$ cat src/rtl/smc_pkg.sv
// rtl/smc_pkg.sv - shared constants, FSM state type and width helper for smc_stream
package smc_pkg;

  localparam int MODE_METRIC_BIT = 0;
  localparam int MODE_TOP_BIT    = 1;

  localparam int W_A = 3;
  localparam int W_B = 4;
  localparam int W_C = 5;

  localparam int DIV_WTD   = 12;
  localparam int DIV_PLAIN = 3;

  typedef enum logic [1:0] {
    S_IDLE,
    S_LOAD,
    S_CALC,
    S_OUT
  } state_e;

  function automatic int dw_of(input int vw);
    return 3 * vw - 1;
  endfunction

endpackage

$ cat src/rtl/smc_stream_if.sv
// rtl/smc_stream_if.sv - beat input and result output bundle for smc_stream
interface smc_stream_if #(
  parameter int VW = 3
) ();
  localparam int DW = smc_pkg::dw_of(VW);

  logic          in_valid;
  logic          in_ready;
  logic [1:0]    mode;
  logic [VW-1:0] W;
  logic [VW-1:0] V_GS;
  logic [VW-1:0] V_DS;
  logic          out_valid;
  logic [DW-1:0] out_n;

  modport slave (
    input  in_valid, mode, W, V_GS, V_DS,
    output in_ready, out_valid, out_n
  );

  modport master (
    output in_valid, mode, W, V_GS, V_DS,
    input  in_ready, out_valid, out_n
  );
endinterface

$ cat src/rtl/smc_iv_calc.sv
// rtl/smc_iv_calc.sv - combinational drain current and transconductance of one device
module smc_iv_calc
  import smc_pkg::*;
#(
  parameter int VW = 3
) (
  input  logic [VW-1:0]        w_i,
  input  logic [VW-1:0]        v_gs_i,
  input  logic [VW-1:0]        v_ds_i,
  output logic [dw_of(VW)-1:0] id_o,
  output logic [dw_of(VW)-1:0] gm_o
);
  localparam int DW = dw_of(VW);
  localparam int PW = 3 * VW;

  logic [VW-1:0] v1;
  logic [PW-1:0] v1e, vdse, we, idb, gmb;

  always_comb begin
    // V_GS=0 is cutoff: clamp instead of wrapping to a large overdrive
    v1   = (v_gs_i == '0) ? '0 : v_gs_i - VW'(1);
    v1e  = PW'(v1);
    vdse = PW'(v_ds_i);
    we   = PW'(w_i);
    if (v1 > v_ds_i) begin
      idb = vdse * ((v1e << 1) - vdse);
      gmb = vdse << 1;
    end else begin
      idb = v1e * v1e;
      gmb = v1e << 1;
    end
    id_o = DW'((idb * we) / PW'(3));
    gm_o = DW'((gmb * we) / PW'(3));
  end

endmodule

$ cat src/rtl/smc_stream.sv
// rtl/smc_stream.sv - serial SMC evaluator: sorted metric buffer, mean of top/bottom three
// Optional SMC_ROUND_EN selects round-half-up for the final mean instead of floor.
module smc_stream
  import smc_pkg::*;
#(
  parameter int N_DEV = 6,
  parameter int VW    = 3
) (
  input logic         clk,
  input logic         rst_n,
  smc_stream_if.slave s
);
  localparam int DW = dw_of(VW);
  localparam int AW = DW + 4;
  localparam int CW = $clog2(N_DEV + 1);
`ifdef SMC_ROUND_EN
  localparam int RND_W = DIV_WTD / 2;
  localparam int RND_P = DIV_PLAIN / 2;
`else
  localparam int RND_W = 0;
  localparam int RND_P = 0;
`endif

  state_e          state_q, state_d;
  logic [CW-1:0]   cnt_q, cnt_d;
  logic [1:0]      mode_q, mode_d;
  logic [DW-1:0]   out_q, out_d;
  logic [DW-1:0]   buf_q [N_DEV];
  logic [DW-1:0]   buf_d [N_DEV];
  logic [DW-1:0]   ins   [N_DEV];
  logic [N_DEV-1:0] ge;
  logic [DW-1:0]   id, gm, metric, mean, a, b, c;
  logic [AW-1:0]   sum;
  logic            use_id, accept;

  smc_iv_calc #(.VW(VW)) u_iv (
    .w_i   (s.W),
    .v_gs_i(s.V_GS),
    .v_ds_i(s.V_DS),
    .id_o  (id),
    .gm_o  (gm)
  );

  assign s.in_ready  = (state_q == S_IDLE) || (state_q == S_LOAD);
  assign s.out_valid = (state_q == S_OUT);
  assign s.out_n     = out_q;
  assign accept      = s.in_valid && s.in_ready;
  // the first beat's mode is not registered yet, so take it straight from the port
  assign use_id = (state_q == S_IDLE) ? s.mode[MODE_METRIC_BIT] : mode_q[MODE_METRIC_BIT];
  assign metric = use_id ? id : gm;

  // ge marks occupied slots that stay ahead of the new value (equal entries keep priority)
  always_comb begin
    for (int i = 0; i < N_DEV; i++) begin
      ge[i] = (CW'(i) < cnt_q) && (buf_q[i] >= metric);
    end
    ins[0] = ge[0] ? buf_q[0] : metric;
    for (int i = 1; i < N_DEV; i++) begin
      ins[i] = ge[i] ? buf_q[i] : (ge[i-1] ? metric : buf_q[i-1]);
    end
  end

  always_comb begin
    if (mode_q[MODE_TOP_BIT]) begin
      a = buf_q[0];
      b = buf_q[1];
      c = buf_q[2];
    end else begin
      a = buf_q[N_DEV-3];
      b = buf_q[N_DEV-2];
      c = buf_q[N_DEV-1];
    end
    if (mode_q[MODE_METRIC_BIT]) begin
      sum  = AW'(W_A) * AW'(a) + AW'(W_B) * AW'(b) + AW'(W_C) * AW'(c) + AW'(RND_W);
      mean = DW'(sum / AW'(DIV_WTD));
    end else begin
      sum  = AW'(a) + AW'(b) + AW'(c) + AW'(RND_P);
      mean = DW'(sum / AW'(DIV_PLAIN));
    end
  end

  always_comb begin
    state_d = state_q;
    cnt_d   = cnt_q;
    mode_d  = mode_q;
    out_d   = '0;
    buf_d   = buf_q;
    case (state_q)
      S_IDLE: begin
        if (accept) begin
          mode_d  = s.mode;
          buf_d   = ins;
          cnt_d   = CW'(1);
          state_d = S_LOAD;
        end
      end
      S_LOAD: begin
        if (accept) begin
          buf_d = ins;
          cnt_d = cnt_q + CW'(1);
          if (cnt_q == CW'(N_DEV - 1)) state_d = S_CALC;
        end
      end
      S_CALC: begin
        out_d   = mean;
        state_d = S_OUT;
      end
      S_OUT: begin
        cnt_d   = '0;
        for (int i = 0; i < N_DEV; i++) buf_d[i] = '0;
        state_d = S_IDLE;
      end
      default: state_d = S_IDLE;
    endcase
  end

  always_ff @(posedge clk) begin
    if (!rst_n) begin
      state_q <= S_IDLE;
      cnt_q   <= '0;
      mode_q  <= '0;
      out_q   <= '0;
      for (int i = 0; i < N_DEV; i++) buf_q[i] <= '0;
    end else begin
      state_q <= state_d;
      cnt_q   <= cnt_d;
      mode_q  <= mode_d;
      out_q   <= out_d;
      for (int i = 0; i < N_DEV; i++) buf_q[i] <= buf_d[i];
    end
  end

endmodule

$ cat src/flat_wrapper.sv
// flat-port wrapper written by rule: the top's interface ports become plain ports
module smc_stream_flat import smc_pkg::*;
#(
  parameter int N_DEV = 6,
  parameter int VW    = 3
)
  (clk, rst_n, s_in_valid, s_mode, s_W, s_V_GS, s_V_DS, s_in_ready, s_out_valid, s_out_n);
  smc_stream_if #(.VW(VW)) s_i ();
  input logic clk;
  input logic rst_n;
  input wire logic [$bits(s_i.in_valid)-1:0] s_in_valid;
  input wire logic [$bits(s_i.mode)-1:0] s_mode;
  input wire logic [$bits(s_i.W)-1:0] s_W;
  input wire logic [$bits(s_i.V_GS)-1:0] s_V_GS;
  input wire logic [$bits(s_i.V_DS)-1:0] s_V_DS;
  output wire logic [$bits(s_i.in_ready)-1:0] s_in_ready;
  output wire logic [$bits(s_i.out_valid)-1:0] s_out_valid;
  output wire logic [$bits(s_i.out_n)-1:0] s_out_n;
  assign s_i.in_valid = s_in_valid;
  assign s_i.mode = s_mode;
  assign s_i.W = s_W;
  assign s_i.V_GS = s_V_GS;
  assign s_i.V_DS = s_V_DS;
  assign s_in_ready = s_i.in_ready;
  assign s_out_valid = s_i.out_valid;
  assign s_out_n = s_i.out_n;
  smc_stream #(.N_DEV(N_DEV), .VW(VW)) u_core (.clk(clk), .rst_n(rst_n), .s(s_i));
endmodule
$ cat config.mk
export PLATFORM = sky130hd
export DESIGN_NAME = smc_stream_flat
export DESIGN_NICKNAME = d
export VERILOG_FILES = /design/src/rtl/smc_pkg.sv /design/src/rtl/smc_stream_if.sv /design/src/rtl/smc_iv_calc.sv /design/src/rtl/smc_stream.sv /design/src/flat_wrapper.sv
export SDC_FILE = /design/constraint.sdc
export NUM_CORES = 1
export LEC_CHECK = 0
export BUFFER_PORTS_ARGS = -buffer_cell sky130_fd_sc_hd__buf_4
export CORE_MARGIN = 5
export CORE_UTILIZATION = 56
export DETAILED_ROUTE_END_ITERATION = 10
export HOLD_SLACK_MARGIN = 0.02
export PLACE_DENSITY_LB_ADDON = 0.2
export SYNTH_ARGS = -nofsm -noshare
export SYNTH_HDL_FRONTEND = slang
export SYNTH_SLANG_ARGS = --single-unit
$ cat constraint.sdc
create_clock -name clk -period 16.5 [get_ports clk]
set_input_delay 4.95 -clock clk [delete_from_list [all_inputs] [get_ports clk]]
set_output_delay 4.95 -clock clk [all_outputs]
set_load 0.1 [all_outputs]
==> results.sh, run 1 <==
export IMPL_ys_seq_area_frac=0.116
export IMPL_outcome="finished clean"
export IMPL_cp_end_kind="flop"
export IMPL_p_leak_nw=5.44
export IMPL_clock_skew_ns=0.0112
export IMPL_synth_seq_cells=63
export IMPL_grt_pass1_vias=9847
export IMPL_cp_arrival_ns=16.29
export IMPL_drv_cap=0
export IMPL_cts_sinks=63
export IMPL_hold_start="u_core.buf_q[2]"
export IMPL_cp_max_fo=6
export IMPL_antenna_found_initial=0
export IMPL_drv_slew=0
export IMPL_netlist_instances=1434
export IMPL_layout_min_cycle_time_ns=16.01
export IMPL_cts_buffers=9
export IMPL_vias_per_cell=6.19
export IMPL_fin_crit_sh=0.970
export IMPL_cp_required_ns=16.78
export IMPL_drc=0
export IMPL_grtUsageTotal=0.255
export IMPL_critPathKind="in2reg"
export IMPL_first_pass_iters=5
export IMPL_clock_latency_ns=0.35
export IMPL_synth_cell_types=104
export IMPL_place_gp_congestion=0.970
export IMPL_port_buffers=23
export IMPL_relSlewSlack=0.255
export IMPL_htreeDepth=3
export IMPL_core_area_um2=18900
export IMPL_sequentialPowerShare=0.092
export IMPL_slowest_delay_ns=0.50
export IMPL_synth_async_reset_ratio=0
export IMPL_grt_first_pass_wirelength_mm=47.8
export IMPL_ir_drop_mv=0.262
export IMPL_ys_warn_count=0
export IMPL_nets=1667
export IMPL_hold_depth=2
export IMPL_p_sw_mw=1.29
export IMPL_die_area_um2=22200
export IMPL_antenna_left=0
export IMPL_rr_startpoint="u_core.mode_q[0]"
export IMPL_power_frac_comb=0.831
export IMPL_p_per_area_nw_per_um2=195
export IMPL_utilization=0.651
export IMPL_synth_nets=1618
export IMPL_synth_top_area_frac=0.162
export IMPL_grt_max_degree=57
export IMPL_synth_edf_count=0
export IMPL_syn_area_per_cell_um2=7.56
export IMPL_start_util=0.574
export IMPL_power_mw=2.40
export IMPL_post_drt_wl_per_cell_um=16.9
export IMPL_switching_share=0.537
export IMPL_finalSetupViolCount=0
export IMPL_via_count=10800
export IMPL_fin_ws_ns=0.489
export IMPL_cts_hold_fix_buffers=0
export IMPL_antenna_diode_count=0
export IMPL_min_to="u_core.buf_q[2]"
export IMPL_hold_viol=0
export IMPL_hp_class="reg2reg"
export IMPL_rrSetupSlack_ns=8.14
export IMPL_dieHeight_um=149
export IMPL_cts_tree="done"
export IMPL_drive_gt1_frac=0.154
export IMPL_clkTransAtPathRegs_ns=0.06
export IMPL_grt_overflow=0
export IMPL_dp_slack_ns=-0.257
export IMPL_synth_area_um2=10800
export IMPL_startpoint_type="primary input"
export IMPL_clock_path_buffers=2
export IMPL_top_level_ports=24
export IMPL_r2r_end="u_core.buf_q[28]"
export IMPL_yosysTopAreaCell="ha_1"
export IMPL_cp_slowest_cell="o41a_4"
export IMPL_clock_power_share=0.078
export IMPL_ys_top_cells_by_count="ha_1 (140), nor2_1 (124), nand2_1 (114), inv_1 (108), a21oi_1 (97)"
export IMPL_finalWirelength_mm=29.5
export IMPL_setup_tns_ns=0
export IMPL_rows=50
export IMPL_internal_power_mw=1.11
export IMPL_fp_dieW_um=149
export IMPL_reg2reg_depth=40
export IMPL_root_buffer="clkbuf_16"
export IMPL_drt_iter0_drc=828
export IMPL_area_growth_pct=13.6
export IMPL_synth_most_common_cell="ha_1"
export IMPL_worstMarginPinSlew_ns=1.12
export IMPL_dp_hpwl_mm=22.3
export IMPL_yosys_top_cells_area="ha_1 (16%), dfxtp_1 (12%), fa_1 (5.5%)"
export IMPL_clock_fmax_mhz=62.5
export IMPL_synth_ff_type="dfxtp_1"
-- stage by stage --
stage / hold WS, ns / instance area (µm²) / std cells
2_1_floorplan: 0.455 / 10800 / 1434
3_3_place_gp: 0.475 / 11600 / 1722
3_5_place_dp: 0.487 / 11600 / 1722
4_1_cts: 0.496 / 11900 / 1738
5_1_grt: 0.524 / 12300 / 1748
6_report: 0.492 / 12300 / 1748
-- power by group through the flow --
stage | logic [mW] | registers [mW] | clock network [mW]
2_1_floorplan | 1.30 | 0.211 | 0
3_3_place_gp | 1.77 | 0.219 | 0
3_5_place_dp | 1.81 | 0.220 | 0
4_1_cts | 1.82 | 0.217 | 0.190
5_1_grt | 2.20 | 0.222 | 0.195
6_report | 2.00 | 0.220 | 0.187
-- placed cells by master (no fill, tap or decap), types with 16 or more instances in the layout --
master / n
nand2b_1: 33
a21oi_1: 84
buf_4: 91
nand4_1: 18
mux2_2: 19
mux2i_1: 24
a21o_1: 26
nor2_1: 117
nor3_1: 41
o21a_1: 18
dfxtp_1: 63
nor2b_1: 54
o21ai_1: 16
nand3_1: 45
xnor2_1: 34
fa_1: 30
ha_1: 131
o21ai_0: 72
nand2_1: 113
and2_1: 16
inv_1: 108
-- critical path: cells and delay by family --
kind / cells / cell delay (ns)
buffers and inverters: 8 / 0.81
AO/OA/AOI/OAI: 23 / 4.06
adder cells (fa/ha/maj): 11 / 3.26
AND/OR/NAND/NOR: 19 / 2.47
XOR/XNOR: 4 / 0.74
-- cell type report --
class                           instances  area, µm²
Clock inverter                          7       57.6
Clock buffer                            9        225
Tap cell                              260        325
Multi-Input combinational cell       1208       9340
Fill cell                            1680       6590
Inverter                              110        413
Timing Repair Buffer                   91        683
Sequential cell                        63       1260
-- metal layers --
metal,track usage,up-vias,wire length [µm]
met2,0.411,358,13400
met1,0.364,5049,13800
met4,0.0563,0,584
met3,0.0349,49,1730
met5,0,-,0
li1,-,5360,-
-- sequential cells by signal, indices dropped and copies added, names as in the netlist --
signal,cells
u_core.buf_q,48
u_core.s.out_n,8
u_core.cnt_q,3
u_core.mode_q,2
u_core.state_q,2
-- repair_timing --
item / 4_1_cts / 5_1_grt
resized for setup: 0 / 94
setup buffers: 0 / 6
endpoints found under the hold margin: 0 / 0
setup endpoints to repair: 0 / 48
-- cells by family (layout without fill, tap and decap cells) --
logic type	Yosys count	after routing	share of synthesized area
AO/OA/AOI/OAI	426	430	0.278
XOR/XNOR	46	46	0.0384
buffers and inverters	167	217	0.0584
flip-flops	63	63	0.116
multiplexers	47	47	0.0487
adder cells (fa/ha/maj)	171	171	0.218
AND/OR/NAND/NOR	514	514	0.242
-- how the worst max path moves through the flow --
stage | start | to
after floorplan | s_V_GS[0] | u_core.buf_q[16]
after global placement | s_V_GS[2] | u_core.buf_q[26]
after detailed placement | s_V_GS[0] | u_core.buf_q[26]
after CTS | s_V_GS[0] | u_core.buf_q[30]
after global routing | s_V_GS[0] | u_core.buf_q[38]
final | s_V_GS[0] | u_core.buf_q[28]
No activity file was read; power rests on OpenSTA's default activity.
==> inputs of run 2 (changes only) <==
==> constraint.sdc (replaced) <==
create_clock -name clk -period 17.8 [get_ports clk]
set_input_delay 5.34 -clock clk [delete_from_list [all_inputs] [get_ports clk]]
set_output_delay 5.34 -clock clk [all_outputs]
set_load 0.1 [all_outputs]
==> run 2 against run 1 <==
Against the previous run: clock skew fell by 0.0018 ns; combinational power fell by 15%; via count is 2.0% lower; critical endpoint is now u_core.buf_q[0]; worst setup slack better by 0.34 ns; critical path depth is 3 lower; final area decreased by 3.6%; global-route usage shrank 0.15 points; sequential cell count did not move; worst hold slack worse by 0.0017 ns.
==> results.sh, run 2 (synthesis results as in run 1) <==
export IMPL_htreeDepth=3
export IMPL_cts_tree="done"
export IMPL_via_count=10600
export IMPL_min_to="u_core.buf_q[3]"
export IMPL_cts_hold_fix_buffers=0
export IMPL_top_level_ports=24
export IMPL_nets=1626
export IMPL_area_growth_pct=9.47
export IMPL_post_drt_wl_per_cell_um=16.8
export IMPL_start_util=0.574
export IMPL_die_area_um2=22200
export IMPL_grt_use_met2=0.409
export IMPL_drc=0
export IMPL_reg2reg_depth=41
export IMPL_hold_viol=0
export IMPL_clock_skew_ns=0.00933
export IMPL_layout_cells_most_common="ha_1"
export IMPL_root_buffer="clkbuf_16"
export IMPL_layout_min_cycle_time_ns=16.97
export IMPL_rrSetupSlack_ns=9.17
export IMPL_grt_busiest_layer="met2"
export IMPL_largest_reg_flops=48
export IMPL_core_area_um2=18900
export IMPL_antenna_found_initial=0
export IMPL_drv_slew=0
export IMPL_dieHeight_um=149
export IMPL_grt_max_degree=57
export IMPL_rows=50
export IMPL_postLayoutCellArea_um2=11900
export IMPL_relSlewSlack=0.374
export IMPL_critPathKind="in2reg"
export IMPL_outcome="finished clean"
export IMPL_p_per_area_nw_per_um2=177
export IMPL_r2r_end="u_core.buf_q[0]"
export IMPL_drive_gt1_frac=0.114
export IMPL_worstMarginPinSlew_ns=0.936
export IMPL_slowest_delay_ns=0.54
export IMPL_ir_drop_mv=0.304
export IMPL_cts_sinks=63
export IMPL_vias_per_cell=6.21
export IMPL_clock_latency_ns=0.34
export IMPL_port_buffers=23
export IMPL_final_cell_mix="ha_1 (138), nor2_1 (120), nand2_1 (113), inv_1 (108), a21oi_1 (94)"
export IMPL_dp_hpwl_mm=22.0
export IMPL_cp_required_ns=18.03
export IMPL_hold_depth=2
export IMPL_antenna_diode_count=0
export IMPL_path_common_cell="ha_1"
export IMPL_cp_max_fo=15
export IMPL_first_pass_iters=5
export IMPL_dp_slack_ns=0.0598
export IMPL_fin_ws_ns=0.826
export IMPL_hp_class="reg2reg"
export IMPL_crit_family="compound AO/OA/AOI/OAI gates"
export IMPL_place_gp_congestion=0.906
export IMPL_cts_buffers=9
export IMPL_clock_fmax_mhz=58.9
export IMPL_cp_end_kind="flop"
export IMPL_power_mw=2.11
export IMPL_top_register="u_core.buf_q"
export IMPL_clock_path_buffers=2
export IMPL_utilization=0.628
export IMPL_drv_cap=0
export IMPL_grtUsageTotal=0.254
export IMPL_rr_startpoint="u_core.state_q[1]"
export IMPL_clkTransAtPathRegs_ns=0.06
export IMPL_grt_first_pass_wirelength_mm=47.5
export IMPL_p_leak_nw=5.25
export IMPL_dp_cells=1688
export IMPL_instances_no_fill=1707
export IMPL_grt_overflow=0
export IMPL_grt_util_met1=0.364
export IMPL_placed_area_um2=11300
export IMPL_fin_crit_sh=0.954
export IMPL_fp_dieW_um=149
export IMPL_grtUsageMet3=0.0310
export IMPL_path_buf_inv=6
export IMPL_fillCellCount=1731
export IMPL_cp_arrival_ns=17.21
export IMPL_hold_start="u_core.buf_q[3]"
export IMPL_drt_iter0_drc=623
export IMPL_startpoint_type="primary input"
export IMPL_cp_slowest_cell="o41a_4"
export IMPL_finalSetupViolCount=0
export IMPL_antenna_left=0
export IMPL_grt_pass1_vias=9792
export IMPL_finalWirelength_mm=28.7
-- run 2: final cells by class --
| class | instances | area (µm²) | area share |
|---|---|---|---|
| multi-input combinational | 1204 | 9100 | 0.767 |
| sequential | 63 | 1260 | 0.106 |
| inverter | 110 | 413 | 0.0348 |
| timing repair buffer | 54 | 405 | 0.0342 |
| tap | 260 | 325 | 0.0274 |
| clock buffer | 10 | 239 | 0.0201 |
| clock inverter | 6 | 115 | 0.00970 |
-- run 2: worst min-delay path, delay by kind of cell, from the launching register on --
kind	cells	cell delay [ns]
flip-flops	1	0.32
AO/OA/AOI/OAI	1	0.06
AND/OR/NAND/NOR	1	0.05
-- run 2: worst max path at each step --
| stage | startpoint | to | slack [ns] | depth (start not counted) |
|---|---|---|---|---|
| 5_1_grt | s_V_GS[0] | u_core.buf_q[5] | -0.16 | 61 |
| 2_1_floorplan | s_V_GS[0] | u_core.buf_q[16] | 1.01 | 61 |
| 3_3_place_gp | s_V_GS[2] | u_core.buf_q[0] | 0.51 | 61 |
| 3_5_place_dp | s_V_GS[0] | u_core.buf_q[29] | 0.06 | 61 |
| 4_1_cts | s_V_GS[0] | u_core.buf_q[18] | 0.31 | 61 |
| 6_report | s_V_GS[0] | u_core.buf_q[0] | 0.83 | 62 |
-- run 2: report_power, final --
| part | internal, mW | switching (mW) | leakage (nW) |
|---|---|---|---|
| registers | 0.167 | 0.0352 | 0.511 |
| clock network | 0.142 | 0.0754 | 0.170 |
| logic | 0.666 | 1.02 | 4.57 |
-- run 2: metal layers --
layer | share of wire | wire [µm]
met2 | 0.45 | 13000
met3 | 0.045 | 1300
met1 | 0.48 | 13900
met4 | 0.018 | 515
met5 | 0 | 0
-- run 2: through the flow --
step / TNS (ns) / hold WS (ns)
finish: 0 / 0.490
global route: -2.33 / 0.506
CTS: 0 / 0.489
detailed placement: 0 / 0.482
global placement: 0 / 0.471
floorplan: 0 / 0.455
-- run 2: what timing repair did --
item                                   4_1_cts  5_1_grt
setup endpoints to repair                    0       48
endpoints found under the hold margin        0        0
buffers inserted                             0        3
resized for setup                            0       48
==> inputs of run 3 (changes only) <==
--- a/config.mk
+++ b/config.mk
@@ -10,7 +10,7 @@
 export CORE_UTILIZATION = 56
 export DETAILED_ROUTE_END_ITERATION = 10
 export HOLD_SLACK_MARGIN = 0.02
-export PLACE_DENSITY_LB_ADDON = 0.2
+export PLACE_DENSITY = 0.72
 export SYNTH_ARGS = -nofsm -noshare
 export SYNTH_HDL_FRONTEND = slang
 export SYNTH_SLANG_ARGS = --single-unit
==> run 3 against run 2 <==
Against the previous run: sequential power barely moved; via count rose by 0.26%; worst setup slack improved by 0.035 ns; combinational power barely moved; critical path depth fell by 3; first-iteration DRC count rose by 25%.
==> results.sh, run 3 (synthesis results as in run 1) <==
export IMPL_utilization=0.625
export IMPL_finalSetupViolCount=0
export IMPL_core_area_um2=18900
export IMPL_cp_arrival_ns=17.21
export IMPL_port_buffers=23
export IMPL_postLayoutCellArea_um2=11800
export IMPL_cts_sinks=63
export IMPL_cts_tree="done"
export IMPL_relSlewSlack=0.325
export IMPL_clock_path_buffers=2
export IMPL_slowest_delay_ns=0.54
export IMPL_critPathKind="in2reg"
export IMPL_dp_cells=1688
export IMPL_clock_latency_ns=0.34
export IMPL_clock_skew_ns=0.0130
export IMPL_final_cell_mix="ha_1 (139), nor2_1 (121), nand2_1 (114), inv_1 (108), a21oi_1 (96)"
export IMPL_top_layer_used="met4"
export IMPL_die_area_um2=22200
export IMPL_root_buffer="clkbuf_16"
export IMPL_sequentialPowerShare=0.097
export IMPL_finalWirelength_mm=28.9
export IMPL_hp_class="reg2reg"
export IMPL_placed_area_um2=11300
export IMPL_nets=1624
export IMPL_cp_slowest_cell="fa_1"
export IMPL_fin_ws_ns=0.861
export IMPL_power_frac_comb=0.806
export IMPL_fp_dieW_um=149
export IMPL_top_level_ports=24
export IMPL_htreeDepth=3
export IMPL_dp_hpwl_mm=22.3
export IMPL_clock_fmax_mhz=59.0
export IMPL_clock_power_share=0.097
export IMPL_top_register="u_core.buf_q"
export IMPL_cp_end_kind="flop"
export IMPL_cp_required_ns=18.07
export IMPL_vias_per_cell=6.23
export IMPL_drv_slew=0
export IMPL_layout_min_cycle_time_ns=16.94
export IMPL_switching_share=0.543
export IMPL_antenna_found_initial=0
export IMPL_drv_cap=0
export IMPL_instances_no_fill=1705
export IMPL_grt_pass1_vias=10000
export IMPL_grtUsageTotal=0.258
export IMPL_worstMarginPinSlew_ns=1.01
export IMPL_setup_tns_ns=0
export IMPL_clkTransAtPathRegs_ns=0.06
export IMPL_fin_crit_sh=0.952
export IMPL_p_sw_mw=1.14
export IMPL_layout_cells_most_common="ha_1"
export IMPL_largest_reg_flops=48
export IMPL_cp_max_fo=16
export IMPL_wl_met1_mm=13.7
export IMPL_post_drt_wl_per_cell_um=16.9
export IMPL_start_util=0.574
export IMPL_place_gp_congestion=0.950
export IMPL_whs_ns=0.500
export IMPL_ir_drop_mv=0.333
export IMPL_startpoint_type="primary input"
export IMPL_drt_iter0_drc=778
export IMPL_area_growth_pct=8.88
export IMPL_drc=0
export IMPL_grt_overflow=0
export IMPL_path_common_cell="ha_1"
export IMPL_internal_power_uw=960
export IMPL_outcome="finished clean"
export IMPL_drive_gt1_frac=0.105
export IMPL_dieHeight_um=149
export IMPL_rows=50
export IMPL_hold_viol=0
export IMPL_grt_setup_unrepaired="false"
export IMPL_p_per_area_nw_per_um2=178
export IMPL_via_count=10600
export IMPL_dr_wl_met2_mm=12.9
export IMPL_antenna_diode_count=0
export IMPL_met3_length_mm=1.75
export IMPL_p_leak_nw=5.24
export IMPL_cts_buffers=9
export IMPL_first_pass_iters=7
export IMPL_dp_slack_ns=0.0536
export IMPL_power_mw=2.10
export IMPL_grt_first_pass_wirelength_mm=48.5
export IMPL_grt_max_degree=57
export IMPL_antenna_left=0
## run 3: cell types whose count changed in the layout (fill, tap and decap cells not counted), sizes merged
cell | before | now
bufinv | 3 | 2
buf | 54 | 52
clkbuf | 10 | 11
clkinvlp | 1 | 0
clkinv | 1 | 2
## run 3: repair_timing
item                                    4_1_cts  5_1_grt
hold endpoints to repair                      0        0
setup buffers                                 0        1
hold buffers                                  0        0
resized for setup                             0       40
endpoints found under the setup margin        0       48
## run 3: critical path, delay by kind of cell
kind	cells	cell delay (ns)
AO/OA/AOI/OAI	21	4.22
adder cells (fa/ha/maj)	11	3.45
buffers and inverters	6	0.52
AND/OR/NAND/NOR	20	3.55
XOR/XNOR	1	0.15
## run 3: final timing paths
| check | startpoint | end | slack, ns | cells after the start |
|---|---|---|---|---|
| worst max register to register | u_core.state_q[1] | u_core.buf_q[23] | 9.06 | 39 |
| worst max-delay path | s_V_GS[0] | u_core.buf_q[23] | 0.86 | 59 |
| worst min-delay path | u_core.buf_q[2] | u_core.buf_q[2] | 0.50 | 2 |
| worst min register to register | u_core.buf_q[2] | u_core.buf_q[2] | 0.50 | 2 |
## run 3: power by group through the flow
stage	clock [mW]	sequential (mW)	combinational (mW)
final	0.205	0.203	1.69
after global routing	0.214	0.206	1.88
after CTS	0.207	0.201	1.62
after detailed placement	0	0.204	1.60
after global placement	0	0.203	1.56
after floorplan	0	0.195	1.21
## run 3: layout make-up
| cell class | count | area [µm²] |
|---|---|---|
| clock buffer | 11 | 253 |
| clock inverter | 5 | 86.3 |
| fill | 1732 | 7090 |
| inverter | 110 | 413 |
| multi-input combinational | 1204 | 9070 |
| sequential | 63 | 1260 |
| tap | 260 | 325 |
| timing repair buffer | 52 | 390 |
## run 3: metal layers
layer,vias to the layer above,GRT usage
li1,5258,-
met1,5004,0.370
met2,333,0.413
met3,35,0.0389
met4,0,0.0572
met5,-,0
